===== config.mk =====
export PLATFORM = sky130hd
export DESIGN_NAME = spi_frame_rx
export DESIGN_NICKNAME = d
export VERILOG_FILES = /design/src/rtl/spi_frame_rx.sv
export SDC_FILE = /design/constraint.sdc
export NUM_CORES = 1
export LEC_CHECK = 0
export BUFFER_PORTS_ARGS = -buffer_cell sky130_fd_sc_hd__buf_4
export CAP_MARGIN = 20
export CORE_ASPECT_RATIO = 1.4
export CORE_MARGIN = 2
export CORE_UTILIZATION = 60
export CTS_BUF_LIST = sky130_fd_sc_hd__clkbuf_8
export DETAILED_ROUTE_END_ITERATION = 10
export PLACE_DENSITY = 0.81
export SLEW_MARGIN = 20
export SYNTH_ARGS = -nofsm -noshare
export SYNTH_HDL_FRONTEND = slang
export SYNTH_SLANG_ARGS = --single-unit

===== constraint.sdc =====
create_clock -name clk -period 4.1 [get_ports clk]
set_input_delay 0.205 -clock clk [delete_from_list [all_inputs] [get_ports clk]]
set_output_delay 0.205 -clock clk [all_outputs]
set_load 0.01 [all_outputs]

===== src/rtl/spi_frame_rx.sv =====
// spi_frame_rx: oversampled SPI frame receiver presenting 16-bit or config-byte frames; macro SPI_FRAME_RX_TIMEOUT_EN adds a CS-low stall abort
module spi_frame_rx #(parameter int unsigned TIMEOUT_CYCLES = 4800000) (
  input  logic       clk,
  input  logic       reset_n,
  input  logic       sck,
  input  logic       csN,
  input  logic       sdi,
  output logic       ready,
  output logic [7:0] spiPacket1,
  output logic [7:0] spiPacket2,
  output logic       frameErr
);
  localparam logic [0:0] IDLE = 1'b0;
  localparam logic [0:0] RECV = 1'b1;
  logic [2:0] sck_q, csn_q, sdi_q;
  logic sck_rise_q, cs_fall_q, cs_rise_q;
  logic [0:0] state_q, state_d;
  logic [15:0] shift_q, shift_d, sh;
  logic [4:0] cnt_q, cnt_d, cn;
  logic ready_q, ready_d, err_q, err_d, ok16, ok8;
  logic [7:0] pkt1_q, pkt1_d, pkt2_q, pkt2_d;
`ifdef SPI_FRAME_RX_TIMEOUT_EN
  localparam int TW = $clog2(TIMEOUT_CYCLES + 1);
  logic [TW-1:0] tmo_q, tmo_d;
`endif
  always_ff @(posedge clk or negedge reset_n)
    if (!reset_n) begin
      sck_q <= '0;
      csn_q <= '0;
      sdi_q <= '0;
      sck_rise_q <= 1'b0;
      cs_fall_q <= 1'b0;
      cs_rise_q <= 1'b0;
    end else begin
      sck_q <= {sck_q[1:0], sck};
      csn_q <= {csn_q[1:0], csN};
      sdi_q <= {sdi_q[1:0], sdi};
      sck_rise_q <= sck_q[1] & ~sck_q[2];
      cs_fall_q <= ~csn_q[1] & csn_q[2];
      cs_rise_q <= csn_q[1] & ~csn_q[2];
    end
  always_comb begin
    sh = sck_rise_q ? {shift_q[14:0], sdi_q[2]} : shift_q;
    cn = (sck_rise_q && cnt_q != 5'd17) ? cnt_q + 5'd1 : cnt_q;
    ok16 = cn == 5'd16;
    ok8 = cn == 5'd8 && sh[7:5] == 3'b111;
    state_d = state_q;
    shift_d = shift_q;
    cnt_d = cnt_q;
    ready_d = 1'b0;
    err_d = 1'b0;
    pkt1_d = pkt1_q;
    pkt2_d = pkt2_q;
`ifdef SPI_FRAME_RX_TIMEOUT_EN
    tmo_d = '0;
`endif
    if (state_q == IDLE) begin
      if (cs_fall_q) begin
        state_d = RECV;
        shift_d = '0;
        cnt_d = '0;
      end
    end else begin
      shift_d = sh;
      cnt_d = cn;
`ifdef SPI_FRAME_RX_TIMEOUT_EN
      tmo_d = sck_rise_q ? '0 : tmo_q + 1'b1;
`endif
      if (cs_rise_q) begin
        state_d = IDLE;
        ready_d = ok16 | ok8;
        err_d = !ok16 && !ok8 && cn != 5'd0;
        pkt1_d = ok16 ? sh[15:8] : ok8 ? sh[7:0] : pkt1_q;
        pkt2_d = ok16 ? sh[7:0] : ok8 ? 8'h00 : pkt2_q;
      end
`ifdef SPI_FRAME_RX_TIMEOUT_EN
      else if (tmo_q == TW'(TIMEOUT_CYCLES)) begin
        state_d = IDLE;
        err_d = 1'b1;
      end
`endif
    end
  end
  always_ff @(posedge clk or negedge reset_n)
    if (!reset_n) begin
      state_q <= IDLE;
      shift_q <= '0;
      cnt_q <= '0;
      ready_q <= 1'b0;
      err_q <= 1'b0;
      pkt1_q <= '0;
      pkt2_q <= '0;
`ifdef SPI_FRAME_RX_TIMEOUT_EN
      tmo_q <= '0;
`endif
    end else begin
      state_q <= state_d;
      shift_q <= shift_d;
      cnt_q <= cnt_d;
      ready_q <= ready_d;
      err_q <= err_d;
      pkt1_q <= pkt1_d;
      pkt2_q <= pkt2_d;
`ifdef SPI_FRAME_RX_TIMEOUT_EN
      tmo_q <= tmo_d;
`endif
    end
  assign ready = ready_q;
  assign frameErr = err_q;
  assign spiPacket1 = pkt1_q;
  assign spiPacket2 = pkt2_q;
endmodule


After elaboration in Yosys (flattened, before gate mapping)
Cells that the tools add are included.
{ "totals": {"output_inout_bits": 18, "ff_bits": 52, "in_bits": 5, "word_cells": 52} }
{ "classes": {"n_addsub": 1, "reduce_logical": 10, "eq_ne": 4, "muxes": 17, "n_bitwise": 7} }
{ "op_table": {"columns": ["operator", "count"], "rows": [
  ["two-way mux 16 bit", 3],
  ["two-way mux 8 bit", 4],
  ["two-way mux 5 bit", 3],
  ["two-way mux 1 bit", 7],
  ["adder 5 x 1 -> 5 bit, second input constant", 1],
  ["== test 5 x 4 -> 1 bit, second input constant", 1],
  ["== test 5 bit, second input constant", 1],
  ["inequality test 5 bit, second input constant", 1],
  ["nonzero test 5 bit", 1],
  ["logical AND 1 bit", 4],
  ["nonzero test 2 bit", 2],
  ["bitwise AND 1 bit", 3],
  ["== test 3 bit, second input constant", 1],
  ["inverter 1 bit", 3],
  ["AND reduction 3 bit", 1],
  ["logical NOT 1 bit", 2],
  ["bitwise OR 1 bit", 1]
]} }

Logic depth before layout (Yosys ltp)
{ "logic_depth": {"word_depth": 10, "depth_mapped": 8, "mapped_depth_nobuf": 7} }

Worst setup path after synthesis
OpenSTA, ideal clock, no wires.
{ "synth_path": {"kind": "register to register", "from": "reg cnt_q[0]", "to": "reg pkt1_q[6] (netlist: spiPacket1[6])", "n_path_buf": 1, "path_stages_with_launch": 8, "setup_time_ps": 125, "path_slack_ps": 1934, "t_arrival_ps": 2041, "required_ps": 3975, "period_less_slack_ps": 2166, "cell_sequence": "dfrtp_1 -> ha_1 -> and3b_2 -> a21oi_1 -> o21ai_2 -> a211oi_4 -> buf_6 -> mux2_4"} }
{ "synth_via": {"elab_chain_len": 7, "word_cells_on_any_way": 10, "classes_between": "add/sub (1); eq/ne (3); mux (2); reduce/logical (4)"} }
{ "synth_rtl": {"columns": ["item", "line_no", "rtl"], "rows": [
  ["start: declaration", "19", "logic [4:0] cnt_q, cnt_d, cn;"],
  ["start signal: assignment", "99", "cnt_q <= cnt_d;"],
  ["branches (longest 2 deep; another with adder 5 x 1 -> 5 bit)", null, null],
  ["two-way mux 5 bit *", "44", "cn = (sck_rise_q && cnt_q != 5'd17) ? cnt_q + 5'd1 : cnt_q;"],
  ["== test 5 x 4 -> 1 bit", "46", "ok8 = cn == 5'd8 && sh[7:5] == 3'b111;"],
  ["logical AND 1 bit", "46", null],
  ["nonzero test 2 bit (no source line)", null, null],
  ["AND reduction 3 bit (no source line)", null, null],
  ["end signal: assignment", "102", "pkt1_q <= pkt1_d;"],
  ["end: declaration", "21", "logic [7:0] pkt1_q, pkt1_d, pkt2_q, pkt2_d;"]
]} }
Mark *: on every way between the ends.
A chain may end at the register's enable or synchronous reset.

Worst setup path after layout
{ "layout_path": {"from": "reg sck_rise_q", "to": "reg pkt1_q[1] (netlist: spiPacket1[1])"} }
{ "layout_via": {"elab_chain_len": 6, "word_cells_on_any_way": 11, "classes_between": "eq/ne (3); mux (4); reduce/logical (4)"} }
{ "layout_rtl": {"columns": ["item", "line_no", "rtl"], "rows": [
  ["start: declaration", "16", "logic sck_rise_q, cs_fall_q, cs_rise_q;"],
  ["start signal: assignment", "38", "sck_rise_q <= sck_q[1] & ~sck_q[2];"],
  ["logical AND 1 bit", "44", null],
  ["two-way mux 5 bit", "44", null],
  ["== test 5 x 4 -> 1 bit", "46", null],
  ["logical AND 1 bit", "46", null],
  ["nonzero test 2 bit (no source line)", null, null],
  ["AND reduction 3 bit (no source line)", null, null]
]} }
Several ways; a longest one is shown, not always the timed one. The select of a mux whose other input is x is not followed.

==> impl_metrics.csv <==
group,metric,value,unit
run_status,status,"complete, no violations",
layout,num-nets-final,222,
layout,post-route-util,0.7088,
timing,tns,0,ps
pwr,p_per_area,424.6,nW/um^2
floorplanning,die_w,55.98,um
setup_path,r2r_start,"sck_rise_q",
timing,slew_headroom,0.2710,
synth,yosysTopAreaCell,"dfrtp_1",
run,maxCapViolCount,0,
synth,synth_xor_area_frac,0.01544,
synth,seq_area_frac_synth,0.5733,
synth,syn_area,2270,um^2
cts,cts_tree,"done",
pwr,p_leak,1.209,nW
cts,max-clock-path-buffers,2,
synth,synth_compound_area_frac,0.1174,
setup_path,cp-start-kind,"flip-flop",
synth,synth_top_area_share,0.5733,
timing,maxSlewViolCount,0,
synth,synthFlopType,"dfrtp_1",
floorplanning,row_count,26,
synth,synthMostInstantiatedCell,"dfrtp_1",
place,post-place-cells,245,
cts,clkTransAtPathRegs,100,ps
setup_path,required,4300,ps
layout,fin_area,2582,um^2
synth,synth_edf_count,0,
layout,fillers,269,
min_path,min_to,"sck_q[1]",
setup_path,path_class,"flip-flop to flip-flop",
cts,htreeDepth,2,
layout,multi_input_area,859.6,um^2
floorplanning,ioPinCount,23,
synth,netlist-cell-type-count,29,
cts,numCtsBuffers,5,
setup_path,crit_path_start,"sck_rise_q",
setup_path,r2r_setup_slack,1000,ps
layout,seqCellArea,1301,um^2
cts,cts_sinks,52,
pwr,power,1.097,mW
min_path,hold_class,"flip-flop to flip-flop",
synth,synth_top_family_by_area,"multiplexers",
cts,cts_resized,0,
timing,fin_crit,3098,ps
routing,routed.top_layer,"met4",
pwr,intPower,755.4,uW
routing,drtIter0Drc,49,
pwr,ir_drop,0.3518,mV
setup_path,crit_arrival,3300,ps
synth,async_flop_share,1.000,
place,post_dp_cell_area,2420,um^2
routing,drc,0,
layout,syn_to_final_growth,13.78,%
pwr,p_comb_frac,0.177,
synth,synth_area_leaders,"dfrtp_1 57%, mux2i_1 11%, o22ai_1 7.4%",
floorplanning,dieArea,4298,um^2
grt,grt_use_total,0.2248,
pwr,power_frac_seq,0.548,
grt,grt_max_degree,53,
synth,yosys-top-cells-count,"52 x dfrtp_1, 27 x o22ai_1, 25 x mux2i_1",
place,gp_congestion,0.7817,
pwr,clkPwrFrac,0.276,
setup_path,crit_path_cell_trace,"nand4_1, xor2_1, nand2_1, a211oi_4, mux2_2",
layout,final_cells,258,
routing,met1_length,1.750,mm
setup_path,cp_slowest_cell,"dfrtp_1",
routing,wl_per_cell,17.45,um
synth,synth_mux_area_frac,0.1516,
timing,rsz0062_at_grt,"false",
pwr,p_sw,341.1,uW
synth,netlist_instances,192,
min_path,hold_path.startpoint,"sck_q[0]",
timing,tightest_slew,1094,ps
grt,grt_pass1_vias,1587,
synth,synthSimpleGateAreaFrac,0.08324,
grt,gr-total-overflow,0,
synth,yosys_warnings,0,
timing,setup_viol,0,
routing,firstDrtPassIters,4,
routing,viasPerCell,6.101,
routing,route.met3.wl,120,um
setup_path,cp_slowest_stage_delay,1080,ps
timing,finalHoldViolCount,0,
setup_path,crit_fanout,24,
place,place_ws,1055,ps
min_path,min_path_cells,0,
timing,fin_ws,1002,ps
timing,whs,355.1,ps
layout,num_antenna_cells,0,
grt,antenna_found_initial,0,
routing,dr_wl_met2,2.498,mm
timing,finalCritPeriodShare,0.7555,
setup_path,reg2reg_to,"spiPacket1[1]",
floorplanning,die_h,76.77,um
place,placement.io_buffers,22,
setup_path,rr_worst_depth,5,
timing,fin_skew,5.860,ps
synth,ys_ff_latch,52,
layout,layout-drive-gt1-share,0.2037,
timing,max_freq,322.8,MHz
pwr,p_sw_frac,0.3111,
routing,drt_wl_total,4.502,mm
routing,num_vias,1574,
synth,synth_fa_ha_area_frac,0.01103,
floorplanning,start_util,0.6229,
setup_path,crit_path_end_kind,"flip-flop",
cts,root_buffer,"clkbuf_8",
routing,postRouteAntennaNets,0,
synth,synth_nets,199,
synth,syn_avg_cell_area,11.82,um^2
cts,clock_latency,310,ps
grt,grt_pass1_wl,7.452,mm
floorplanning,core_area,3643,um^2
place,dp_hpwl,3.026,mm
==> critical path, delay by kind of cell, from the launching register on <==
kind	cells	cell delay [ps]
AND/OR/NAND/NOR	2	400
flip-flops	1	1080
AO/OA/AOI/OAI	1	710
multiplexers	1	410
XOR/XNOR	1	380
==> cell families after synthesis <==
| logic type | count (synthesis) |
|---|---|
| flops | 52 |
| simple gates | 40 |
| compound gates | 39 |
| mux | 33 |
| buf+inv | 22 |
| xor+xnor | 4 |
| fa+ha+maj | 2 |
==> state kept, by name, summed over array words and instances, names as in the netlist <==
register    count
csn_q           3
spiPacket2      8
cs_rise_q       1
cnt_q           5
spiPacket1      8
cs_fall_q       1
frameErr        1
sdi_q           3
ready           1
shift_q        16
sck_rise_q      1
state_q         1
sck_q           3
==> power by group through the flow <==
stage / Clock [mW] / Combinational [mW] / Sequential, mW
after global placement: 0 / 0.169 / 0.606
after global routing: 0.328 / 0.216 / 0.606
after floorplan: 0 / 0.141 / 0.590
after CTS: 0.308 / 0.181 / 0.599
after detailed placement: 0 / 0.177 / 0.608
final: 0.302 / 0.194 / 0.601
==> worst max-delay path by stage <==
stage,end,slack (ps),depth (start not counted)
after floorplan,spiPacket1[6],1930,7
after global placement,spiPacket1[2],1220,5
after detailed placement,spiPacket1[1],1050,5
after CTS,spiPacket1[1],1030,5
after global routing,spiPacket1[5],820,5
final,spiPacket1[1],1000,5
==> layer usage <==
metal | track usage | up-vias
met4 | 0.1048 | 0
met2 | 0.3941 | 37
met3 | 0.04722 | 11
met5 | 0 | -
met1 | 0.2584 | 805
li1 | - | 721
==> layout make-up <==
class | count | area share
Multi-Input combinational cell | 118 | 0.3328
Clock buffer | 5 | 0.02665
Sequential cell | 52 | 0.5039
Clock inverter | 3 | 0.01017
Timing Repair Buffer | 27 | 0.09012
Tap cell | 42 | 0.02035
Inverter | 11 | 0.01599
==> layout by cell type (no fill, tap or decap), drive strengths merged <==
| cell type | instances |
|---|---|
| nand2 | 23 |
| or3 | 1 |
| dfrtp | 52 |
| o32ai | 1 |
| nand3b | 2 |
| nand4 | 2 |
| a21oi | 4 |
| nor2b | 3 |
| clkinv | 1 |
| o22ai | 27 |
| dlygate4sd3 | 4 |
| ha | 2 |
| o21ai | 3 |
| nor2 | 6 |
| nand3 | 1 |
| mux2 | 8 |
| a211oi | 1 |
| mux2i | 25 |
| and3b | 1 |
| a21boi | 1 |
| xor2 | 3 |
| o2111ai | 1 |
| inv | 13 |
| clkbuf | 5 |
| xnor2 | 1 |
| o21a | 1 |
| buf | 23 |
| and4bb | 1 |
==> repair_timing <==
action | 4_1_cts | 5_1_grt
endpoints found under the hold margin | 55 | 0
setup endpoints to repair | 0 | 0
buffers inserted | 0 | 0
hold buffers | 4 | 0
No activity file was read; power rests on OpenSTA's default activity.
